==> src/rtl/axis_pkt_gen.sv <==
// AXI-Stream packet generator.
// Emits runs of fixed-length packets whose data is a run-wide beat counter,
// with optional idle gaps between packets and a packet-boundary stop.
module axis_pkt_gen #(
  parameter int DATA_WIDTH = 32,
  parameter int LEN_WIDTH  = 16,
  parameter int GAP_WIDTH  = 8
) (
  input  logic                  clk,
  input  logic                  rst,
  input  logic                  start,
  input  logic                  stop,
  input  logic [LEN_WIDTH-1:0]  cfg_len,
  input  logic [LEN_WIDTH-1:0]  cfg_count,
  input  logic [GAP_WIDTH-1:0]  cfg_gap,
  output logic [DATA_WIDTH-1:0] m_axis_tdata,
  output logic                  m_axis_tvalid,
  input  logic                  m_axis_tready,
  output logic                  m_axis_tlast,
  output logic                  busy,
  output logic                  done,
  output logic [LEN_WIDTH-1:0]  pkt_sent
);

  typedef enum logic [1:0] {IDLE, SEND, GAP} state_t;

  state_t                state_reg, state_next;
  logic [LEN_WIDTH-1:0]  len_reg, len_next;
  logic [LEN_WIDTH-1:0]  count_reg, count_next;
  logic [GAP_WIDTH-1:0]  gap_reg, gap_next;
  logic [GAP_WIDTH-1:0]  gap_cnt_reg, gap_cnt_next;
  logic [LEN_WIDTH-1:0]  beat_reg, beat_next;
  logic [LEN_WIDTH-1:0]  pkt_reg, pkt_next;
  logic [DATA_WIDTH-1:0] data_reg, data_next;
  logic                  stop_pend_reg, stop_pend_next;
  logic                  done_reg, done_next;

  logic                  last_beat;
  logic                  xfer;
  logic                  stop_req;
  logic                  count_hit;
  logic [LEN_WIDTH:0]    pkt_inc;

  // len_reg is always nonzero once latched, so len-1 never underflows.
  assign last_beat     = (beat_reg == (len_reg - LEN_WIDTH'(1)));
  assign m_axis_tvalid = (state_reg == SEND);
  assign m_axis_tlast  = m_axis_tvalid & last_beat;
  assign m_axis_tdata  = data_reg;
  assign xfer          = m_axis_tvalid & m_axis_tready;
  assign busy          = (state_reg != IDLE);
  assign done          = done_reg;
  assign pkt_sent      = pkt_reg;

  // A stop arriving on the same edge as the tlast transfer still counts.
  assign stop_req  = stop_pend_reg | stop;
  // One extra bit so the "last packet of the run" compare cannot wrap.
  assign pkt_inc   = {1'b0, pkt_reg} + (LEN_WIDTH + 1)'(1);
  assign count_hit = (count_reg != '0) && (pkt_inc == {1'b0, count_reg});

  // Next-state and datapath updates for the IDLE/SEND/GAP sequencer.
  always_comb begin
    state_next     = state_reg;
    len_next       = len_reg;
    count_next     = count_reg;
    gap_next       = gap_reg;
    gap_cnt_next   = gap_cnt_reg;
    beat_next      = beat_reg;
    pkt_next       = pkt_reg;
    data_next      = data_reg;
    stop_pend_next = stop_pend_reg;
    done_next      = 1'b0;
    case (state_reg)
      IDLE: begin
        if (start) begin
          len_next       = (cfg_len == '0) ? LEN_WIDTH'(1) : cfg_len;
          count_next     = cfg_count;
          gap_next       = cfg_gap;
          pkt_next       = '0;
          beat_next      = '0;
          data_next      = '0;
          // start together with stop yields a single-packet run.
          stop_pend_next = stop;
          state_next     = SEND;
        end
      end
      SEND: begin
        if (stop) stop_pend_next = 1'b1;
        if (xfer) begin
          data_next = data_reg + DATA_WIDTH'(1);
          if (last_beat) begin
            beat_next = '0;
            pkt_next  = (&pkt_reg) ? pkt_reg : pkt_reg + LEN_WIDTH'(1);
            if (count_hit || stop_req) begin
              state_next     = IDLE;
              stop_pend_next = 1'b0;
              done_next      = 1'b1;
            end else if (gap_reg != '0) begin
              state_next   = GAP;
              gap_cnt_next = gap_reg - GAP_WIDTH'(1);
            end
          end else begin
            beat_next = beat_reg + LEN_WIDTH'(1);
          end
        end
      end
      GAP: begin
        if (stop_req) begin
          state_next     = IDLE;
          stop_pend_next = 1'b0;
          done_next      = 1'b1;
        end else if (gap_cnt_reg == '0) begin
          state_next = SEND;
        end else begin
          gap_cnt_next = gap_cnt_reg - GAP_WIDTH'(1);
        end
      end
      default: state_next = IDLE;
    endcase
  end

  // State and datapath registers, cleared asynchronously by rst.
  always_ff @(posedge clk or posedge rst) begin
    if (rst) begin
      state_reg     <= IDLE;
      len_reg       <= LEN_WIDTH'(1);
      count_reg     <= '0;
      gap_reg       <= '0;
      gap_cnt_reg   <= '0;
      beat_reg      <= '0;
      pkt_reg       <= '0;
      data_reg      <= '0;
      stop_pend_reg <= 1'b0;
      done_reg      <= 1'b0;
    end else begin
      state_reg     <= state_next;
      len_reg       <= len_next;
      count_reg     <= count_next;
      gap_reg       <= gap_next;
      gap_cnt_reg   <= gap_cnt_next;
      beat_reg      <= beat_next;
      pkt_reg       <= pkt_next;
      data_reg      <= data_next;
      stop_pend_reg <= stop_pend_next;
      done_reg      <= done_next;
    end
  end

endmodule

==> config.mk <==
export PLATFORM = sky130hd
export DESIGN_NAME = axis_pkt_gen
export DESIGN_NICKNAME = d
export VERILOG_FILES = /design/src/rtl/axis_pkt_gen.sv
export SDC_FILE = /design/constraint.sdc
export NUM_CORES = 1
export LEC_CHECK = 0
export ABC_AREA = 1
export CELL_PAD_IN_SITES_DETAIL_PLACEMENT = 2
export CELL_PAD_IN_SITES_GLOBAL_PLACEMENT = 2
export CORE_UTILIZATION = 29
export CTS_BUF_LIST = sky130_fd_sc_hd__clkbuf_8
export DETAILED_ROUTE_END_ITERATION = 16
export PLACE_DENSITY = 0.88
export SETUP_SLACK_MARGIN = 0.15
export SYNTH_ARGS = -nofsm -noshare
export SYNTH_HDL_FRONTEND = slang
export SYNTH_SLANG_ARGS = --single-unit
export TNS_END_PERCENT = 30
==> constraint.sdc <==
create_clock -name clk -period 3.7 [get_ports clk]
set_input_delay 0.74 -clock clk [delete_from_list [all_inputs] [get_ports clk]]
set_output_delay 0.74 -clock clk [all_outputs]
set_load 0.01 [all_outputs]
==> results.rst <==
.. list-table::
   :header-rows: 1

   * - Metric
     - Value
   * - CTS HTree Levels
     - 4
   * - Reg2Reg Launch Point
     - pkt_sent[0]$_DFFE_PP0P_
   * - Status
     - finished clean
   * - Max Fanout on Critical Path
     - 4
   * - Avg Synthesized Cell Area
     - around 7.2 µm²
   * - Kind of cell adding the most delay to the critical path
     - simple AND/OR/NAND/NOR gates
   * - Total wire length after detailed routing
     - 25,400 µm
   * - First-pass GRT wire length
     - 41,100 µm
   * - Clock network latency to the later pin of the worst-skew pair
     - 0.46 ns
   * - Share of post-route cells with drive strength above 1
     - 0.0710
   * - Setup skew after layout
     - 0.0130 ns
   * - Total Power Consumption
     - 5.68 mW
   * - Count of final hold-check violations
     - 0
   * - Cell chain of the critical path
     - inv_1, ha_1, nand2_2, nor2_2, nand2_1, nand2_1, nand2_1, nand2_1, nor2_1, nand2_1, nor2_1, nand2_1, nor2_1, clkbuf_2
   * - Die height
     - between 150 and 200 µm
   * - Number of buffers inserted to repair setup after CTS
     - 0
   * - Final cell count without fillers
     - 1,418
   * - Worst reg-to-reg setup slack
     - just under 1 ns
   * - Hold wc startpoint
     - gap_cnt_reg[1]$_DFFE_PP0P_
   * - Measured slew at the worst slew-check pin
     - ~0.65 ns
   * - # placed instances
     - 1,386
   * - Initial cell density of the core
     - 0.298
   * - Residual DRC
     - 0
   * - Weighted congestion reported at the end of routability-driven placement
     - roughly 0.82
   * - Routed wirelength normalized by instance count
     - 17.9 µm
   * - Leading cell types in the layout, fill and taps excluded
     - sky130_fd_sc_hd__nand2_1, sky130_fd_sc_hd__dfrtp_1, sky130_fd_sc_hd__nor2_1
   * - Total nets after synthesis
     - 1,037
   * - Area of the core region
     - 0.0238 mm²
   * - Max incr delay on CP
     - around 0.56 ns
   * - Final HPWL DP
     - 18,500 µm
   * - Worst r2r path cells
     - 17
   * - Hold depth
     - 2
   * - Via count of the first global-routing pass
     - about 8,000
   * - Fill cells
     - 2,810
   * - Final setup violation count
     - 0
   * - Post-layout min period
     - ~3.3 ns
   * - Clock tree from TritonCTS
     - yes
   * - FF+latch count, synth
     - 116
   * - Cell type with the highest occurrence count on the critical path
     - sky130_fd_sc_hd__nand2_1
   * - Row count
     - 56
   * - Clock buffers created by TritonCTS
     - 17
   * - Remaining max-slew budget at the tightest pin
     - 0.566
   * - Via density
     - approximately 5.0
   * - Synthesis Warnings
     - 0
   * - Synth top area share
     - 0.406
   * - Critical Path Source Type
     - register
   * - Final max-slew violation count
     - 0
   * - Top post-synthesis cells by area
     - sky130_fd_sc_hd__dfrtp_1, sky130_fd_sc_hd__nand2_1, sky130_fd_sc_hd__nand3_1
   * - Die width
     - 158 µm
   * - Share of the core filled with cells in the final layout
     - 0.372
   * - Arrival time at the worst endpoint
     - 2.51 ns
   * - Setup repair after global routing missed its margin
     - no
   * - Max Freq
     - 308 MHz
   * - Placement Setup Slack
     - between 0.4 and 0.5 ns
   * - Residual overflow from global routing
     - 0
   * - Max-cap check violation count
     - 0
   * - Via Count
     - 7,058
   * - Power density over the cells
     - 642 mW/mm²
   * - Crit path kind
     - reg2out
   * - Final-stage net count
     - approximately 1,100
   * - Cell area after placement
     - 0.00845 mm²
   * - Critical Path Slowest Stage Cell
     - sky130_fd_sc_hd__dfstp_2
   * - Buffers on Ports
     - 96
   * - Antenna violations before repair
     - 1
   * - Post-Synthesis Cell Area
     - 0.00709 mm²
   * - Final worst setup slack
     - roughly 0.45 ns
   * - Largest net degree at the start of global routing
     - about 100
   * - Worst endpoint required time
     - 2.96 ns
   * - Die Outline Area
     - 0.0251 mm²
   * - Worst Hold Class
     - reg2reg
   * - End point of the most critical hold path
     - gap_cnt_reg[1]$_DFFE_PP0P_
   * - Buffering stage count on the worst path with inverters included
     - 2
   * - Static Leak
     - 3.91 nW
   * - Register area share after synthesis
     - 0.410
   * - Maximum clock path buffer count
     - 2
   * - Most frequent standard cell in the layout excluding fill and tap cells
     - sky130_fd_sc_hd__nand2_1
   * - Kind of end point of the critical path
     - output port
   * - Clock transition at path regs
     - 0.07 ns
   * - Count of antenna-violating nets left after detailed routing
     - 0
   * - Endpoint of the most critical register-to-register path
     - gap_cnt_reg[0]$_DFFE_PP0P_
   * - Cts-stage hold buffer count
     - 0
   * - Area growth, synth to finish
     - 24.7%
   * - Number of design-rule violations left by the first detailed-router iteration
     - 302
   * - Worst hold slack
     - a little over 0.5 ns
   * - Global Route Usage Sum
     - 0.212
   * - Library cell used as clock root buffer
     - sky130_fd_sc_hd__clkbuf_8
   * - Synth area leader
     - sky130_fd_sc_hd__dfrtp_1
   * - Final design area excluding fillers
     - 0.00884 mm²
   * - Sum of negative setup slack
     - 0 ns
   * - Final worst-path cycle share
     - 0.879
   * - Flip-flop count of the largest register, all copies and words added
     - 32
   * - Number of standard cells after synthesis
     - 983
   * - I/O pin total
     - 97
   * - Clock sink total
     - 116
   * - Unique cell type count in the Yosys netlist
     - 42
   * - Drt pass-1 iters
     - 4
   * - Worst VDD drop
     - 0.219 mV
## metal layers
layer  global-route usage  wire length (µm)  up-vias
met5                    0                 0        -
met2                0.382             12800      120
met1                0.257             11200     3540
met3               0.0340               833       36
met4               0.0636               487        0
li1                     -                 -     3362
## synth_stat cells, drive strengths merged
| cell | number |
|---|---|
| nand2 | 316 |
| nor2 | 122 |
| dfrtp | 115 |
| inv | 100 |
| nand3 | 87 |
| o21ai | 59 |
| xor2 | 29 |
| a21oi | 27 |
| nor3 | 22 |
| nand4 | 17 |
| clkbuf | 13 |
| nor4 | 13 |
| xnor2 | 13 |
| ha | 9 |
| nand3b | 9 |
| buf | 7 |
| mux2i | 7 |
| o21a | 3 |
| or2 | 3 |
| and3 | 2 |
| o21bai | 2 |
| o31ai | 2 |
| a21o | 1 |
| a22oi | 1 |
| and2 | 1 |
| dfstp | 1 |
| nor3b | 1 |
| o211ai | 1 |
## cells by family (layout without fill, tap and decap cells)
logic type,after synthesis,in the layout,share of synthesized area
AND/OR/NAND/NOR,593,593,0.374
buffers and inverters,120,235,0.0648
flip-flops,116,116,0.410
AO/OA/AOI/OAI,96,96,0.0736
XOR/XNOR,42,42,0.0519
adder cells (fa/ha/maj),9,9,0.0159
multiplexers,7,7,0.00988
other,0,1,0
## worst max path at each step
stage | start | to | slack (ns) | cells after the start
6_report | len_reg[0]$_DFFE_PP1P_ | m_axis_tlast | 0.45 | 14
5_1_grt | len_reg[0]$_DFFE_PP1P_ | m_axis_tlast | 0.17 | 14
4_1_cts | len_reg[0]$_DFFE_PP1P_ | m_axis_tlast | 0.25 | 14
3_5_place_dp | len_reg[0]$_DFFE_PP1P_ | m_axis_tlast | 0.45 | 14
3_3_place_gp | len_reg[0]$_DFFE_PP1P_ | m_axis_tlast | 0.60 | 14
2_1_floorplan | len_reg[0]$_DFFE_PP1P_ | m_axis_tlast | 1.27 | 13
## tightest hold or removal path, delay by kind of cell (launching register included)
family	cells	cell delay (ns)
simple gates	2	0.11
flops	1	0.38
## where the power goes
group,switching (mW),internal (mW),total (mW)
sequential,0.351,1.58,1.94
combinational,1.67,0.844,2.51
clock,0.560,0.666,1.23
total,2.58,3.09,5.68
## cell type report
cell class,count,area (µm²),share of cell area
clock inverters,13,144,0.0163
diodes,1,2.50,0.000283
repair buffers,104,1040,0.118
flip-flops and latches,116,2900,0.328
multi-input cells,747,3730,0.421
well taps,319,399,0.0451
inverters,100,379,0.0429
clock buffers,18,248,0.0280
## what timing repair did
item                       4_1_cts  5_1_grt
resized for setup                1        2
setup endpoints to repair        1        1
pin swaps                        0        0
No activity file was read; power rests on OpenSTA's default activity.
